--- src/rtl/uart_pkg.sv ---
`default_nettype none
// ============================================================================
//  Module      : uart_pkg
//  Description : Shared constants for the UART receive path: RX state
//                encodings and parity mode selectors.
//  Revision    : 1.0 - initial release
// ============================================================================
package uart_pkg;

    // RX state machine encodings
    localparam int         c_ST_W      = 3;
    localparam logic [2:0] c_ST_IDLE   = 3'd0;
    localparam logic [2:0] c_ST_START  = 3'd1;
    localparam logic [2:0] c_ST_DATA   = 3'd2;
    localparam logic [2:0] c_ST_PARITY = 3'd3;
    localparam logic [2:0] c_ST_STOP   = 3'd4;

    // Parity mode selectors for the PARITY parameter
    localparam int c_PAR_NONE = 0;
    localparam int c_PAR_EVEN = 1;
    localparam int c_PAR_ODD  = 2;

endpackage : uart_pkg
`default_nettype wire

--- src/rtl/uart_rx_fifo.sv ---
`default_nettype none
// ============================================================================
//  Module      : uart_rx_fifo
//  Description : Synchronous show-ahead FIFO for received UART words.
//                The head entry is presented combinationally while not empty.
//  Ports       : clk, rst        - clock, synchronous active-high reset
//                i_wr_en/i_wr_data - push request and word
//                i_rd_en         - pop head (ignored when empty)
//                o_rd_data       - head word (zero while empty)
//                o_empty/o_full  - occupancy flags
//                o_drop          - 1-clk pulse: push lost because FIFO full
//  Revision    : 1.0 - initial release
// ============================================================================
module uart_rx_fifo #(
    parameter int WIDTH = 10,
    parameter int AW    = 2
) (
    input  logic             clk,
    input  logic             rst,
    input  logic             i_wr_en,
    input  logic [WIDTH-1:0] i_wr_data,
    input  logic             i_rd_en,
    output logic [WIDTH-1:0] o_rd_data,
    output logic             o_empty,
    output logic             o_full,
    output logic             o_drop
);

    localparam int c_DEPTH = 2 ** AW;

    logic [WIDTH-1:0] r_mem [c_DEPTH];
    logic [AW:0]      r_wr_ptr;
    logic [AW:0]      r_rd_ptr;
    logic             w_pop;
    logic             w_push;

    assign o_empty = (r_wr_ptr == r_rd_ptr);
    assign o_full  = (r_wr_ptr[AW] != r_rd_ptr[AW]) &&
                     (r_wr_ptr[AW-1:0] == r_rd_ptr[AW-1:0]);

    // A simultaneous pop frees the slot a full-FIFO push lands in; the head
    // is read before the edge, so overwriting that slot is safe.
    assign w_pop  = i_rd_en && !o_empty;
    assign w_push = i_wr_en && (!o_full || w_pop);
    assign o_drop = i_wr_en && o_full && !w_pop;

    assign o_rd_data = o_empty ? '0 : r_mem[r_rd_ptr[AW-1:0]];

    always_ff @(posedge clk) begin
        if (w_push) begin
            r_mem[r_wr_ptr[AW-1:0]] <= i_wr_data;
        end
    end

    always_ff @(posedge clk) begin
        if (rst) begin
            r_wr_ptr <= '0;
            r_rd_ptr <= '0;
        end else begin
            if (w_push) r_wr_ptr <= r_wr_ptr + 1'b1;
            if (w_pop)  r_rd_ptr <= r_rd_ptr + 1'b1;
        end
    end

endmodule : uart_rx_fifo
`default_nettype wire

--- src/rtl/uart_rx_fifo_ctrl.sv ---
`default_nettype none
// ============================================================================
//  Module      : uart_rx_fifo_ctrl
//  Description : Oversampling UART receiver with baud-tick divider, 2-FF rx
//                synchroniser, start/data/parity/stop FSM and a show-ahead
//                receive FIFO carrying per-word parity/framing flags.
//  Ports       : clk, reset      - clock, synchronous active-high reset
//                rx              - asynchronous serial line, idle high
//                rd_en           - pop head entry (ignored when empty)
//                clr_overrun     - clears sticky overrun
//                rd_data/rd_perr/rd_ferr - head entry payload and flags
//                empty/full      - FIFO occupancy
//                overrun         - sticky: frame dropped on full FIFO
//  Revision    : 1.0 - initial release
// ============================================================================
module uart_rx_fifo_ctrl
    import uart_pkg::*;
#(
    parameter int BAUD_DIV  = 163,
    parameter int OVS       = 16,
    parameter int DATA_BITS = 8,
    parameter int PARITY    = 0,
    parameter int STOP_BITS = 1,
    parameter int FIFO_AW   = 2
) (
    input  logic                 clk,
    input  logic                 reset,
    input  logic                 rx,
    input  logic                 rd_en,
    input  logic                 clr_overrun,
    output logic [DATA_BITS-1:0] rd_data,
    output logic                 rd_perr,
    output logic                 rd_ferr,
    output logic                 empty,
    output logic                 full,
    output logic                 overrun
);

    localparam int c_DIV_W  = (BAUD_DIV > 0) ? $clog2(BAUD_DIV + 1) : 1;
    localparam int c_TICK_W = $clog2(OVS);
    localparam int c_BIT_W  = $clog2(DATA_BITS);
    localparam int c_WORD_W = DATA_BITS + 2;

    // ---------------- rx synchroniser (resets to idle level) ----------------
    logic r_rx_meta;
    logic r_rx_s;

    always_ff @(posedge clk) begin
        if (reset) begin
            r_rx_meta <= 1'b1;
            r_rx_s    <= 1'b1;
        end else begin
            r_rx_meta <= rx;
            r_rx_s    <= r_rx_meta;
        end
    end

    // ---------------- free-running baud tick divider ----------------
    logic [c_DIV_W-1:0] r_div;
    logic               w_tick;

    assign w_tick = (r_div == c_DIV_W'(BAUD_DIV));

    always_ff @(posedge clk) begin
        if (reset)       r_div <= '0;
        else if (w_tick) r_div <= '0;
        else             r_div <= r_div + 1'b1;
    end

    // ---------------- receive FSM ----------------
    logic [c_ST_W-1:0]    r_state;
    logic [c_TICK_W-1:0]  r_tick_cnt;
    logic [c_BIT_W-1:0]   r_bit_cnt;
    logic                 r_stop_cnt;
    logic [DATA_BITS-1:0] r_shift;
    logic                 r_perr;
    logic                 r_ferr;
    logic                 r_done;
    logic                 w_bit_end;
    logic                 w_exp_par;

    // One full bit period elapsed since the previous sample point
    assign w_bit_end = (r_tick_cnt == c_TICK_W'(OVS - 1));
    assign w_exp_par = (PARITY == c_PAR_ODD) ? ~(^r_shift) : (^r_shift);

    always_ff @(posedge clk) begin
        if (reset) begin
            r_state    <= c_ST_IDLE;
            r_tick_cnt <= '0;
            r_bit_cnt  <= '0;
            r_stop_cnt <= 1'b0;
            r_shift    <= '0;
            r_perr     <= 1'b0;
            r_ferr     <= 1'b0;
            r_done     <= 1'b0;
        end else begin
            r_done <= 1'b0;
            case (r_state)
                c_ST_IDLE: begin
                    if (!r_rx_s) begin
                        r_state    <= c_ST_START;
                        r_tick_cnt <= '0;
                    end
                end
                c_ST_START: begin
                    if (w_tick) begin
                        // Half-bit check filters glitches shorter than half a bit
                        if (r_tick_cnt == c_TICK_W'(OVS / 2 - 1)) begin
                            r_tick_cnt <= '0;
                            if (!r_rx_s) begin
                                r_state   <= c_ST_DATA;
                                r_bit_cnt <= '0;
                                r_perr    <= 1'b0;
                                r_ferr    <= 1'b0;
                            end else begin
                                r_state <= c_ST_IDLE;
                            end
                        end else begin
                            r_tick_cnt <= r_tick_cnt + 1'b1;
                        end
                    end
                end
                c_ST_DATA: begin
                    if (w_tick) begin
                        if (w_bit_end) begin
                            r_tick_cnt <= '0;
                            r_shift    <= {r_rx_s, r_shift[DATA_BITS-1:1]};
                            if (r_bit_cnt == c_BIT_W'(DATA_BITS - 1)) begin
                                r_stop_cnt <= 1'b0;
                                r_state    <= (PARITY != c_PAR_NONE) ? c_ST_PARITY : c_ST_STOP;
                            end else begin
                                r_bit_cnt <= r_bit_cnt + 1'b1;
                            end
                        end else begin
                            r_tick_cnt <= r_tick_cnt + 1'b1;
                        end
                    end
                end
                c_ST_PARITY: begin
                    if (w_tick) begin
                        if (w_bit_end) begin
                            r_tick_cnt <= '0;
                            r_perr     <= (r_rx_s != w_exp_par);
                            r_state    <= c_ST_STOP;
                        end else begin
                            r_tick_cnt <= r_tick_cnt + 1'b1;
                        end
                    end
                end
                c_ST_STOP: begin
                    if (w_tick) begin
                        if (w_bit_end) begin
                            r_tick_cnt <= '0;
                            if (!r_rx_s) r_ferr <= 1'b1;
                            if (r_stop_cnt == 1'(STOP_BITS - 1)) begin
                                r_done  <= 1'b1;
                                r_state <= c_ST_IDLE;
                            end else begin
                                r_stop_cnt <= 1'b1;
                            end
                        end else begin
                            r_tick_cnt <= r_tick_cnt + 1'b1;
                        end
                    end
                end
                default: r_state <= c_ST_IDLE;
            endcase
        end
    end

    // ---------------- receive FIFO ----------------
    // Flags travel with the payload, so framing/parity errors are still pushed.
    logic [c_WORD_W-1:0] w_head;
    logic                w_drop;

    uart_rx_fifo #(
        .WIDTH (c_WORD_W),
        .AW    (FIFO_AW)
    ) u_fifo (
        .clk       (clk),
        .rst       (reset),
        .i_wr_en   (r_done),
        .i_wr_data ({r_ferr, r_perr, r_shift}),
        .i_rd_en   (rd_en),
        .o_rd_data (w_head),
        .o_empty   (empty),
        .o_full    (full),
        .o_drop    (w_drop)
    );

    assign rd_data = w_head[DATA_BITS-1:0];
    assign rd_perr = w_head[DATA_BITS];
    assign rd_ferr = w_head[DATA_BITS+1];

    // Sticky overrun; a new drop in the same clk beats the clear
    always_ff @(posedge clk) begin
        if (reset)            overrun <= 1'b0;
        else if (w_drop)      overrun <= 1'b1;
        else if (clr_overrun) overrun <= 1'b0;
    end

endmodule : uart_rx_fifo_ctrl
`default_nettype wire

--- config.mk ---
export PLATFORM = sky130hd
export DESIGN_NAME = uart_rx_fifo_ctrl
export DESIGN_NICKNAME = d
export VERILOG_FILES = /design/src/rtl/uart_pkg.sv /design/src/rtl/uart_rx_fifo.sv /design/src/rtl/uart_rx_fifo_ctrl.sv
export SDC_FILE = /design/constraint.sdc
export NUM_CORES = 1
export LEC_CHECK = 0
export ABC_AREA = 0
export CAP_MARGIN = 20
export CORE_MARGIN = 1
export CORE_UTILIZATION = 55
export CTS_BUF_LIST = sky130_fd_sc_hd__clkbuf_8
export CTS_CLUSTER_SIZE = 28
export DETAILED_ROUTE_END_ITERATION = 12
export GPL_ROUTABILITY_DRIVEN = 0
export PLACE_DENSITY_LB_ADDON = 0.1
export SYNTH_ARGS = -nofsm -noshare
export SYNTH_HDL_FRONTEND = slang
export SYNTH_SLANG_ARGS = --single-unit
--- constraint.sdc ---
create_clock -name clk -period 4.2 [get_ports clk]
set_input_delay 0.84 -clock clk [delete_from_list [all_inputs] [get_ports clk]]
set_output_delay 0.84 -clock clk [all_outputs]
set_load 0.01 [all_outputs]
* After elaboration in Yosys (flattened, before gate mapping)
Memory sizes are Yosys's and may differ from the RTL's. A register that Yosys moved wholly into a read port is not among the register bits.
Index checks and enable logic that the tools add are counted.
** Storage, ports and cells
- Flip-flop bits (word level) :: 39
- Memory bits (writable) :: 40
- Input port bits :: 5
- Output and inout bits :: 13
- Memories kept :: 1
** Operators by class
- Add/sub/neg operators :: 5
- Equality and inequality tests :: 27
- Mux-type cells :: 51
- Bitwise logic cells :: 3
- Reductions and logical operators :: 27
** Memory list
- u_fifo.r_mem :: depth 4, width 10, read ports 1, clocked after memory_dff 1, write ports 1, line uart_rx_fifo.sv:31 : logic [WIDTH-1:0] r_mem [c_DEPTH];
** Operators with widths (number)
- $mux W3 :: 17
- $ne A2 B2 Y1 const B :: 14
- $mux W4 :: 5
- $mux W1 :: 19
- $pmux W3 S5 :: 1
- $reduce_and A7 Y1 :: 2
- $pmux W4 S3 :: 1
- $reduce_and A6 Y1 :: 2
- $reduce_and A11 Y1 :: 1
- $mux W10 :: 1
- $reduce_bool A2 Y1 :: 5
- $add A3 B1 Y3 const B :: 3
- $add A8 B1 Y8 const B :: 1
- $eq A8 B8 Y1 const B :: 1
- $reduce_xor A8 Y1 :: 1
- $eq A3 B2 Y1 const B :: 2
- $eq A3 B3 Y1 const B :: 2
- $mux W2 :: 3
- $pmux W1 S2 :: 3
- $pmux W3 S2 :: 1
- $logic_and A1 B1 Y1 :: 5
- $add A4 B1 Y4 const B :: 1
- $eq A4 B3 Y1 const B :: 1
- $eq A4 B4 Y1 const B :: 1
- other kinds (15) :: 20

* Depth between registers and ports, before layout
- Depth in word-level cells :: 7
- Mapped depth :: 7

* Hierarchy
A second synthesis with hierarchy kept.
** Second synthesis, totals
- Cell total of the unflattened synthesis :: 293
- Area total of the unflattened synthesis :: 3527.1 µm²
** Modules (own cells, without submodules)
- uart_rx_fifo :: instances 1, cells each 119, area an instance 2011.9 µm², sequential area each 1361.3 µm²
- uart_rx_fifo_ctrl :: instances 1, cells each 174, area an instance 1515.2 µm², sequential area each 640.6 µm²

* Worst setup path after synthesis
OpenSTA, ideal clock, no wires.
- Kind :: flip-flop to output port
- Start point :: reg with a tool-made name
- End point :: out rd_data[0]
- Data arrival time :: 1.526 ns
- Required time :: 3.360 ns
- Path slack :: 1.834 ns
- Stages on the path, launching flop included :: 4
- Buffers on the path :: 1
- Cells stage by stage :: dfxtp_1 -> clkbuf_1 -> mux4_2 -> nor2b_1
** RTL lines
- end: declaration :: line uart_rx_fifo_ctrl.sv:31 : output logic [DATA_BITS-1:0] rd_data,

==> flow_summary.toml <==
[outcome]
outcome = "finished, final reports clean"

[hold_path]
min_to = "r_rx_s$_SDFF_PP1_"
hold_class = "reg -> reg"
hp-start = "r_rx_meta$_SDFF_PP1_"
hold_depth = 1

[yosys]
yosys_warnings = 0
yosysUniqueCellTypes = 47
postSynthAreaPerCell_um2 = 12.1
ys_top_cells_by_area = "edfxtp_1, dfxtp_1, mux4_2"
synth.largest_area_cell = "edfxtp_1"
synth_fa_ha_area_share_pct = 3.22
synth_area_um2 = 3500
synthSimpleGateAreaFrac_pct = 15.6
synthMuxAreaShare_pct = 9.91
synth_top_family_by_area = "simple AND/OR/NAND/NOR gates"
synthCells = 290
synth_xor_area_share_pct = 5.51
synth_compound_area_share_pct = 5.94
yosysTopAreaCellShare_pct = 34.3
ys_seq_elements = 80
synth_ff_type = "edfxtp_1"
synth_edf_count = 40
seq_area_frac_synth_pct = 57.2
async_flop_share_pct = 0
synth_fp_nets = 304

[drt]
ant_nets = 0
drtPass1Iterations = 4
vias = 2134
wl_met3_um = 214
wl_per_cell_um = 14.7
viasPerCell = 5.49
drcViolationCount = 0
wl_um = 5700
wl_met1_um = 2640
met2_length_um = 2750
first_iter_violations = 54
routed.top_layer = "met4"

[clocking]
tritoncts = "done"
cts_resized = 0
clk_path_buf_depth = 2
ctsHoldBuffers = 0
ctsRootBufferMaster = "clkbuf_8"
clk_pin_slew_ps = 80
cts_buffers = 9
numClockSinks = 80
clkLatencyLatePin_ps = 340
cts_setup_buffers = 0
htreeDepth = 3

[grt]
first_global_vias = 2089
antenna_found_initial = 0
grt_first_pass_wirelength_um = 9620
grt-ovfl-total = 0
grt_max_degree = 31
grt.total_usage_pct = 19.7

[die]
io_pins = 18
rows = 28
initial_core_util_pct = 58.0
fp.dieArea_um2 = 6680
core_area_um2 = 6030
die_w_um = 81.7
die_y_um = 81.7

[flow_run]
cap_violations = 0

[sta]
tns_ps = 0
setup_violations = 0
slew_headroom_pct = 36.9
worst_pin_slew_ps = 942
fin_crit_ps = 3160
finalCritPeriodShare_pct = 75.3
max_freq_mhz = 316
fin_ws_ps = 1040
skew_ps = 6.81
final_max_slew_viol_count = 0
hold_viol = 0
grt_setup_unrepaired = "no"

[pwr]
combinationalPowerShare_pct = 2.0
clock_power_share_pct = 43.3
p_leak_uw = 0.00138
p_sw_share_pct = 18.5
ir_drop_mv = 0.292
internal_power_uw = 1220
share_seq_of_total_power_pct = 54.8
switching_power_uw = 278
power_density_nw_per_um2 = 378

[setup_path]
worstPathRequired_ps = 3360
worstReg2RegStart = "r_div[0]$_SDFF_PP0_"
timing.rr.end = "r_bit_cnt[0]$_SDFFE_PP0P_"
cp-end-kind = "primary output"
worst-path-max-fanout = 10
cp_data_arrival_time_ps = 2320
reg2reg_slack_ps = 1800
crit_path_start_kind = "register"
path_class = "reg -> out"
reg2regPathDepth = 6

[cells_and_area]
drive_above_1_share_pct = 12.1
fillCellCount = 486
insertedDiodeCount = 0
layout-area-overhead-vs-synth_pct = 13.3
nets = 323

[place]
io_buffers = 17
hpwl_um = 3890
place_ws_ps = 1350
[cell usage after synthesis, types with 4 or more instances]
library cell and n:
clkbuf_1 10, nor2b_1 13, o21ai_0 4, xor2_1 11, or3_1 4, o22ai_1 4, ha_1 9, mux4_2 10
nor2_1 39, nand3_1 9, mux2i_1 11, xnor2_1 11, edfxtp_1 40, inv_1 11, a21oi_1 4, nand2_1 13
dfxtp_1 40
[placed cells by master (no fill, tap or decap), types with 9 or more instances in the layout]
cell and count:
edfxtp_1 40, nand3_1 9, clkdlybuf4s50_1 17, nand2_1 13, nor2b_1 13, dfxtp_1 40
inv_1 13, xnor2_1 11, clkbuf_8 9, ha_1 9, xor2_1 11, mux2i_1 11
mux4_2 10, nor2_1 39
[worst max-delay path by stage]
stage	start	endpoint	slack, ps	depth (start not counted)
after detailed placement	register	rd_data[6]	1350	3
final	register	rd_perr	1040	3
after CTS	register	rd_perr	970	3
after global placement	register	rd_data[0]	1380	3
after global routing	register	rd_data[6]	830	3
after floorplan	register	rd_data[0]	1830	3
[kinds of logic after synthesis]
| logic type | Yosys count |
|---|---|
| AOI/OAI and AO/OA | 30 |
| xor gates and xnor gates | 22 |
| adders and majority gates | 9 |
| buffers and inverters | 22 |
| DFF | 80 |
| muxes | 22 |
| and+or+nand+nor | 105 |
[registers in the layout, indices dropped and copies added, names as in the netlist, 3 cells and up, named ones only]
name             flops
u_fifo.r_mem        40
r_div                8
r_shift              8
r_tick_cnt           4
r_bit_cnt            3
r_state              3
u_fifo.r_rd_ptr      3
u_fifo.r_wr_ptr      3
[per-layer routing]
metal | up-vias | track usage [%]
met4 | 0 | 6.67
met5 | - | 0
met2 | 44 | 32.6
li1 | 1085 | -
met1 | 991 | 24.0
met3 | 14 | 6.67
[critical path: stages, from the launching register on]
cell,delay [ps]
dfxtp_1,770
mux4_2,600
nor2b_1,140
clkdlybuf4s50_1,470
[metrics by stage]
| step | utilization, % | hold WS [ps] | cell area (µm²) | total power (µW) | std cells |
|---|---|---|---|---|---|
| floorplan | - | 389 | 3500 | 857 | 290 |
| global placement | 61.9 | 391 | 3730 | 867 | 373 |
| detailed placement | 61.9 | 392 | 3730 | 868 | 373 |
| CTS | 65.8 | 412 | 3960 | 1510 | 389 |
| global route | 65.8 | 428 | 3960 | 1550 | 389 |
| finish | 65.8 | 411 | 3960 | 1500 | 389 |
[power by group through the flow]
stage               registers [µW]  logic, µW  clock network (µW)
finish                         820       29.2                 648
floorplan                      836       21.3                   0
global placement               838       29.1                   0
CTS                            820       29.7                 664
global route                   821       33.2                 701
detailed placement             838       29.5                   0
[final cells by class]
type                            count  area, µm²  area share, %
Clock buffer                        9        124           3.13
Clock inverter                      7        111           2.81
Tap cell                           75       93.8           2.37
Timing Repair Buffer               19        185           4.67
Inverter                           11       41.3           1.04
Multi-Input combinational cell    188       1410           35.5
Sequential cell                    80       2000           50.5
Note: power is estimated with default switching activity, not from simulation.
